<file path="src/rtl/video_scanout_timing_pkg.sv">
// Shared raster timing constants, framebuffer bases and counter widths for the scanout path.
// The GPU write side uses the same buffer bases.
package video_scanout_timing_pkg;
  localparam int CNT_W = 11;
  localparam int DEF_ADDR_W = 24;

  localparam int DEF_H_ACTIVE = 640;
  localparam int DEF_H_FP     = 16;
  localparam int DEF_H_SYNC   = 96;
  localparam int DEF_H_BP     = 48;
  localparam int DEF_V_ACTIVE = 480;
  localparam int DEF_V_FP     = 10;
  localparam int DEF_V_SYNC   = 2;
  localparam int DEF_V_BP     = 33;
  localparam int DEF_SCALE    = 2;
  localparam int DEF_LEAD     = 3;

  localparam int FB_BASE0 = 0;
  localparam int FB_BASE1 = 76800;

  function automatic int hTotal(input int active, input int fp, input int sync, input int bp);
    return active + fp + sync + bp;
  endfunction

  function automatic int vTotal(input int active, input int fp, input int sync, input int bp);
    return active + fp + sync + bp;
  endfunction
endpackage

</file>
<file path="src/rtl/video_scanout_timing_raster_counter.sv">
// (h,v) raster position counter with a configurable reset position.
// lineWrap/frameWrap flag the last position of a line / of a frame.
module raster_counter
  import video_scanout_timing_pkg::*;
#(
  parameter int H_TOTAL = 800,
  parameter int V_TOTAL = 525,
  parameter int H_RST   = 0,
  parameter int V_RST   = 0
)(
  input  logic             clk,
  input  logic             reset,
  output logic [CNT_W-1:0] h,
  output logic [CNT_W-1:0] v,
  output logic             lineWrap,
  output logic             frameWrap
);
  localparam logic [CNT_W-1:0] H_LAST = CNT_W'(H_TOTAL - 1);
  localparam logic [CNT_W-1:0] V_LAST = CNT_W'(V_TOTAL - 1);
  localparam logic [CNT_W-1:0] H_INIT = CNT_W'(H_RST);
  localparam logic [CNT_W-1:0] V_INIT = CNT_W'(V_RST);

  assign lineWrap  = (h == H_LAST);
  assign frameWrap = lineWrap && (v == V_LAST);

  always_ff @(posedge clk or posedge reset) begin
    if (reset) begin
      h <= H_INIT;
      v <= V_INIT;
    end else if (lineWrap) begin
      h <= '0;
      v <= (v == V_LAST) ? '0 : v + 1'b1;
    end else begin
      h <= h + 1'b1;
    end
  end
endmodule

</file>
<file path="src/rtl/video_scanout_timing.sv">
// HDMI raster timing plus framebuffer read addressing, issued LEAD cycles ahead of display
// with nearest-neighbour upscaling. Buffer select is latched once per frame to avoid tearing.
module video_scanout_timing
  import video_scanout_timing_pkg::*;
#(
  parameter int H_ACTIVE = DEF_H_ACTIVE,
  parameter int H_FP     = DEF_H_FP,
  parameter int H_SYNC   = DEF_H_SYNC,
  parameter int H_BP     = DEF_H_BP,
  parameter int V_ACTIVE = DEF_V_ACTIVE,
  parameter int V_FP     = DEF_V_FP,
  parameter int V_SYNC   = DEF_V_SYNC,
  parameter int V_BP     = DEF_V_BP,
  parameter int SCALE    = DEF_SCALE,
  parameter int FB_BASE0 = video_scanout_timing_pkg::FB_BASE0,
  parameter int FB_BASE1 = video_scanout_timing_pkg::FB_BASE1,
  parameter int ADDR_W   = DEF_ADDR_W,
  parameter int LEAD     = DEF_LEAD
)(
  input  logic              clk,
  input  logic              reset,
  input  logic              fbHDMI,
  output logic              hSync,
  output logic              vSync,
  output logic              de,
  output logic [CNT_W-1:0]  pixelX,
  output logic [CNT_W-1:0]  pixelY,
  output logic              frameStart,
  output logic              fbRead,
  output logic [ADDR_W-1:0] fbAddr
);
  localparam int HT = hTotal(H_ACTIVE, H_FP, H_SYNC, H_BP);
  localparam int VT = vTotal(V_ACTIVE, V_FP, V_SYNC, V_BP);

  localparam logic [CNT_W-1:0]  HA      = CNT_W'(H_ACTIVE);
  localparam logic [CNT_W-1:0]  HA_LAST = CNT_W'(H_ACTIVE - 1);
  localparam logic [CNT_W-1:0]  HS_ON   = CNT_W'(H_ACTIVE + H_FP);
  localparam logic [CNT_W-1:0]  HS_OFF  = CNT_W'(H_ACTIVE + H_FP + H_SYNC);
  localparam logic [CNT_W-1:0]  VA      = CNT_W'(V_ACTIVE);
  localparam logic [CNT_W-1:0]  VS_ON   = CNT_W'(V_ACTIVE + V_FP);
  localparam logic [CNT_W-1:0]  VS_OFF  = CNT_W'(V_ACTIVE + V_FP + V_SYNC);
  localparam logic [CNT_W-1:0]  SMASK   = CNT_W'(SCALE - 1);
  localparam logic [ADDR_W-1:0] ROW_STEP = ADDR_W'(H_ACTIVE / SCALE);
  localparam logic [ADDR_W-1:0] BASE0   = ADDR_W'(FB_BASE0);
  localparam logic [ADDR_W-1:0] BASE1   = ADDR_W'(FB_BASE1);

  logic [CNT_W-1:0]  fh, fv, dh, dv;
  logic              fLineWrap, fFrameWrap;
  logic              dispLineWrapUnused, dispFrameWrapUnused;
  logic              bufSel;
  logic [CNT_W-1:0]  col;
  logic [ADDR_W-1:0] rowBase;
  logic              fetchActive, dispActive;

  raster_counter #(.H_TOTAL(HT), .V_TOTAL(VT), .H_RST(0), .V_RST(0)) fetchCnt (
    .clk(clk), .reset(reset), .h(fh), .v(fv),
    .lineWrap(fLineWrap), .frameWrap(fFrameWrap)
  );

  // Display trails the fetch by exactly LEAD positions, including across frame wrap.
  raster_counter #(.H_TOTAL(HT), .V_TOTAL(VT), .H_RST(HT - LEAD), .V_RST(VT - 1)) dispCnt (
    .clk(clk), .reset(reset), .h(dh), .v(dv),
    .lineWrap(dispLineWrapUnused), .frameWrap(dispFrameWrapUnused)
  );

  assign fetchActive = (fh < HA) && (fv < VA);
  assign dispActive  = (dh < HA) && (dv < VA);

  // col and rowBase track fh/SCALE and (fv/SCALE)*(H_ACTIVE/SCALE) for the current fetch position.
  always_ff @(posedge clk or posedge reset) begin
    if (reset) begin
      bufSel  <= 1'b0;
      col     <= '0;
      rowBase <= '0;
    end else begin
      if (fFrameWrap) bufSel <= fbHDMI;
      if (fLineWrap) col <= '0;
      else if ((fh & SMASK) == SMASK) col <= col + 1'b1;
      if (fFrameWrap) rowBase <= '0;
      else if (fh == HA_LAST && fv < VA && (fv & SMASK) == SMASK) rowBase <= rowBase + ROW_STEP;
    end
  end

  always_ff @(posedge clk or posedge reset) begin
    if (reset) begin
      hSync      <= 1'b0;
      vSync      <= 1'b0;
      de         <= 1'b0;
      pixelX     <= '0;
      pixelY     <= '0;
      frameStart <= 1'b0;
      fbRead     <= 1'b0;
      fbAddr     <= '0;
    end else begin
      hSync      <= (dh >= HS_ON) && (dh < HS_OFF);
      vSync      <= (dv >= VS_ON) && (dv < VS_OFF);
      de         <= dispActive;
      pixelX     <= dispActive ? dh : '0;
      pixelY     <= dispActive ? dv : '0;
      frameStart <= (dh == '0) && (dv == '0);
      fbRead     <= fetchActive;
      fbAddr     <= fetchActive ? ((bufSel ? BASE1 : BASE0) + rowBase + ADDR_W'(col)) : '0;
    end
  end
endmodule
</file>
<file path="config.mk">
export PLATFORM = sky130hd
export DESIGN_NAME = video_scanout_timing
export DESIGN_NICKNAME = d
export VERILOG_FILES = /design/src/rtl/video_scanout_timing_pkg.sv /design/src/rtl/video_scanout_timing_raster_counter.sv /design/src/rtl/video_scanout_timing.sv
export SDC_FILE = /design/constraint.sdc
export NUM_CORES = 1
export LEC_CHECK = 0
export ABC_AREA = 1
export BUFFER_PORTS_ARGS = -buffer_cell sky130_fd_sc_hd__buf_2
export CAP_MARGIN = 20
export CORE_UTILIZATION = 50
export CTS_CLUSTER_DIAMETER = 120
export DETAILED_ROUTE_END_ITERATION = 8
export GPL_ROUTABILITY_DRIVEN = 0
export MAX_ROUTING_LAYER = met4
export PLACE_DENSITY_LB_ADDON = 0.15
export SKIP_CTS_REPAIR_TIMING = 1
export SYNTH_ARGS = -nofsm -noshare
export SYNTH_HDL_FRONTEND = slang
export SYNTH_SLANG_ARGS = --single-unit
</file>
<file path="constraint.sdc">
create_clock -name clk -period 6.45 [get_ports clk]
set_input_delay 0.9675 -clock clk [delete_from_list [all_inputs] [get_ports clk]]
set_output_delay 0.9675 -clock clk [all_outputs]
set_load 0.03 [all_outputs]
</file>
==> results by group <==
Setup path
  • CP most frequent cell: nand2_1
  • Element type at the critical path start: flop
  • Critical path arrival: 2670 ps
  • Worst-path fanout max: 5
  • CP Class: flop to flop
  • Max incr delay on CP: 530 ps
  • Worst Path Required: 6760 ps
  • Critical Path End Type: flop
  • Critical path's slowest cell: fa_1
  • CP Cell Sequence: inv_1 > fa_1 > inv_1 > ha_1 > nand2_1 > nor2_1 > nand2_1 > nand2_1 > nand2_1 > nand3_1 > nand2_1 > nand2_1 > nor2_1

Layout
  • Area Overhead vs Synth: 15.5%
  • Design Area, Final: 7810 um^2
  • Inserted Diodes: 0
  • Layout cells sized above 1: 14.6%
  • Layout net count: 937

STA
  • Final worst path period need: 2360 ps
  • Fin crit share: 36.5%
  • Clock skew: 7.44 ps
  • Final Hold Vio Count: 0
  • Setup TNS: 0 ps
  • Rel. slew slack: 52.5%
  • RSZ-0062 raised after global routing: false
  • Worst Tran Pin Value: 710 ps
  • Final Setup Violations: 0
  • Slew Viols, Final: 0
  • Max Clk Rate: 0.424 GHz
  • Fin Hold WS: 446 ps

Logic synthesis
  • Yosys top cell area share: 42.9%
  • Syn_area_per_cell: 8.04 um^2
  • Post-synth ARST share: 100%
  • Post-Syn Instances: 841
  • Seq cells post-synth: 125
  • Netlist cell types: 42
  • Count leader, synth: nand2_1
  • Ys flop type: dfrtp_1
  • Most frequent cells after synthesis: 178 x nand2_1, 119 x nor2_1, 116 x dfrtp_1, 116 x inv_1, 55 x nand3_1
  • Synth area leader: dfrtp_1
  • Seq/Total Area, Yosys: 46.4%
  • Most area-consuming cells after synthesis: dfrtp_1 43%, nand2_1 9.9%, nor2_1 6.6%, inv_1 6.4%, ha_1 4.8%
  • Mapped cell area: 6760 um^2
  • Number of synthesized flops with an enable pin: 0
  • Synth warn: 0

Global route
  • GRT Overall Usage: 23.2%
  • First-pass GRT wire length: 24800 um
  • GR Overflow Total: 0
  • Largest net degree at the start of global routing: 83
  • Vias in the first global route: 5237
  • Initial antenna violation count: 0

Run
  • Max Cap Viol: 0

Status
  • Failing checks: design-rule violations
  • Status: finished with violations

Power and ir drop
  • Peak VDD IR: 0.166 mV
  • P_leak: 0.00400 uW
  • P per Cell Area: 228 nW/um^2

CTS
  • Clock latency on the worst-skew pair: 420 ps
  • CTS tree: built
  • CTS clk-pin slew, worst paths: 50 ps
  • Sink Count: 125
  • Clock Tree Buf Depth: 2
  • CTS root buffer: clkbuf_16
  • Cts bufs inserted: 17
  • Htree depth: 4

Drt
  • Vias/cell: 5.05
  • WL per Instance: 13.1 um
  • Vias: 5539
  • First drt pass iteration count: 6
  • DR iter-0 viols: 336
  • Final WL: 14300 um
  • Post-route DRC violation count: 1
  • Routed Antenna Nets: 0

Placed design
  • Port bufs: 53
  • Placed inst area: 7190 um^2
  • Post-DP HPWL: 10300 um

Floorplanning
  • FP Rows: 42
  • Initial Util: 51.3%
  • Die height: 118 um
  • Die Area: 14000 um^2
  • # IOs: 54
  • Area of the core: 13200 um^2
  • Chip Width: 118 um

Hold path
  • HP Class: input pin to async pin
-- cell families after synthesis --
logic type,synth area share [%]
and+or+nand+nor,29.5
xor gates and xnor gates,3.50
adders and majority gates,5.11
DFF,46.4
other,0.0555
buffers and inverters,7.98
AOI/OAI and AO/OA,7.42
-- routing by layer --
layer / track usage (%) / vias to the layer above / part of all wire, %
met2: 33.9 / 115 / 44
met3: 4.63 / 28 / 3.6
met5: - / - / 0
met4: 10.7 / 0 / 2.9
li1: - / 2835 / -
met1: 31.2 / 2561 / 49
-- metrics by stage --
step,utilization (%),worst slack (ps),instances,power [uW]
global route,59.2,3850,1096,1830
detailed placement,54.5,3970,1063,834
floorplan,-,2170,844,824
finish,59.2,4090,1096,1780
global placement,54.5,3990,1063,834
CTS,59.0,4090,1095,1790
-- sequential cells by signal, indices dropped and copies added (netlist names) --
| signal | flops |
|---|---|
| dispCnt.v | 11 |
| pixelX | 11 |
| bufSel | 1 |
| fbRead | 1 |
| vSync | 1 |
| hSync | 1 |
| dispCnt.h | 11 |
| rowBase | 18 |
| fetchCnt.v | 11 |
| frameStart | 1 |
| de | 1 |
| col | 11 |
| pixelY | 11 |
| fbAddr | 24 |
| fetchCnt.h | 11 |
-- report_power, final --
group	leakage (uW)	switching (uW)	total, uW	internal [uW]
Clock	0.000294	338	957	619
Combinational	0.00207	25.5	32.3	6.76
Sequential	0.00163	0.884	789	788
Total	0.00400	365	1780	1410
-- critical path, delay by kind of cell (launching register included) --
| family | cells | cell delay, ps |
|---|---|---|
| AND/OR/NAND/NOR | 9 | 830 |
| flip-flops | 1 | 400 |
| buffers and inverters | 2 | 130 |
| adder cells (fa/ha/maj) | 2 | 870 |
-- area by class of cell --
type                    count  area (um^2)
clock buffers              26          509
clock inverters             6         83.8
fillers                  1175         5380
inverters                 123          464
multi-input cells         585         3090
flip-flops and latches    125         3140
well taps                 176          220
repair buffers             55          300
-- final timing paths --
path                                    start       endpoint  slack, ps  cells after the start
worst min-delay path                    reset  fetchCnt.v[5]        450                      2
worst max-delay path                   bufSel     fbAddr[22]       4090                     13
worst min register to register  fetchCnt.v[8]  fetchCnt.v[8]        520                      1
min in group clk                fetchCnt.v[8]  fetchCnt.v[8]        520                      1
worst max register to register         bufSel     fbAddr[22]       4090                     13
max in group asynchronous               reset    rowBase[10]       5240                      3
-- layout by cell type, fill, tap and decap left out, drive strengths merged, types with 3 or more instances in the layout --
| cell | count |
|---|---|
| inv | 123 |
| nand2 | 182 |
| nor2 | 126 |
| nor4 | 5 |
| conb | 4 |
| nand3 | 65 |
| buf | 55 |
| nand3b | 5 |
| xor2 | 25 |
| o21ai | 49 |
| o21bai | 3 |
| ha | 26 |
| a21oi | 33 |
| clkbuf | 26 |
| dfrtp | 116 |
| dfstp | 9 |
| nand4 | 21 |
| nor3 | 23 |
| nor3b | 3 |
| clkinv | 4 |
(Power assumes the default switching activity.)
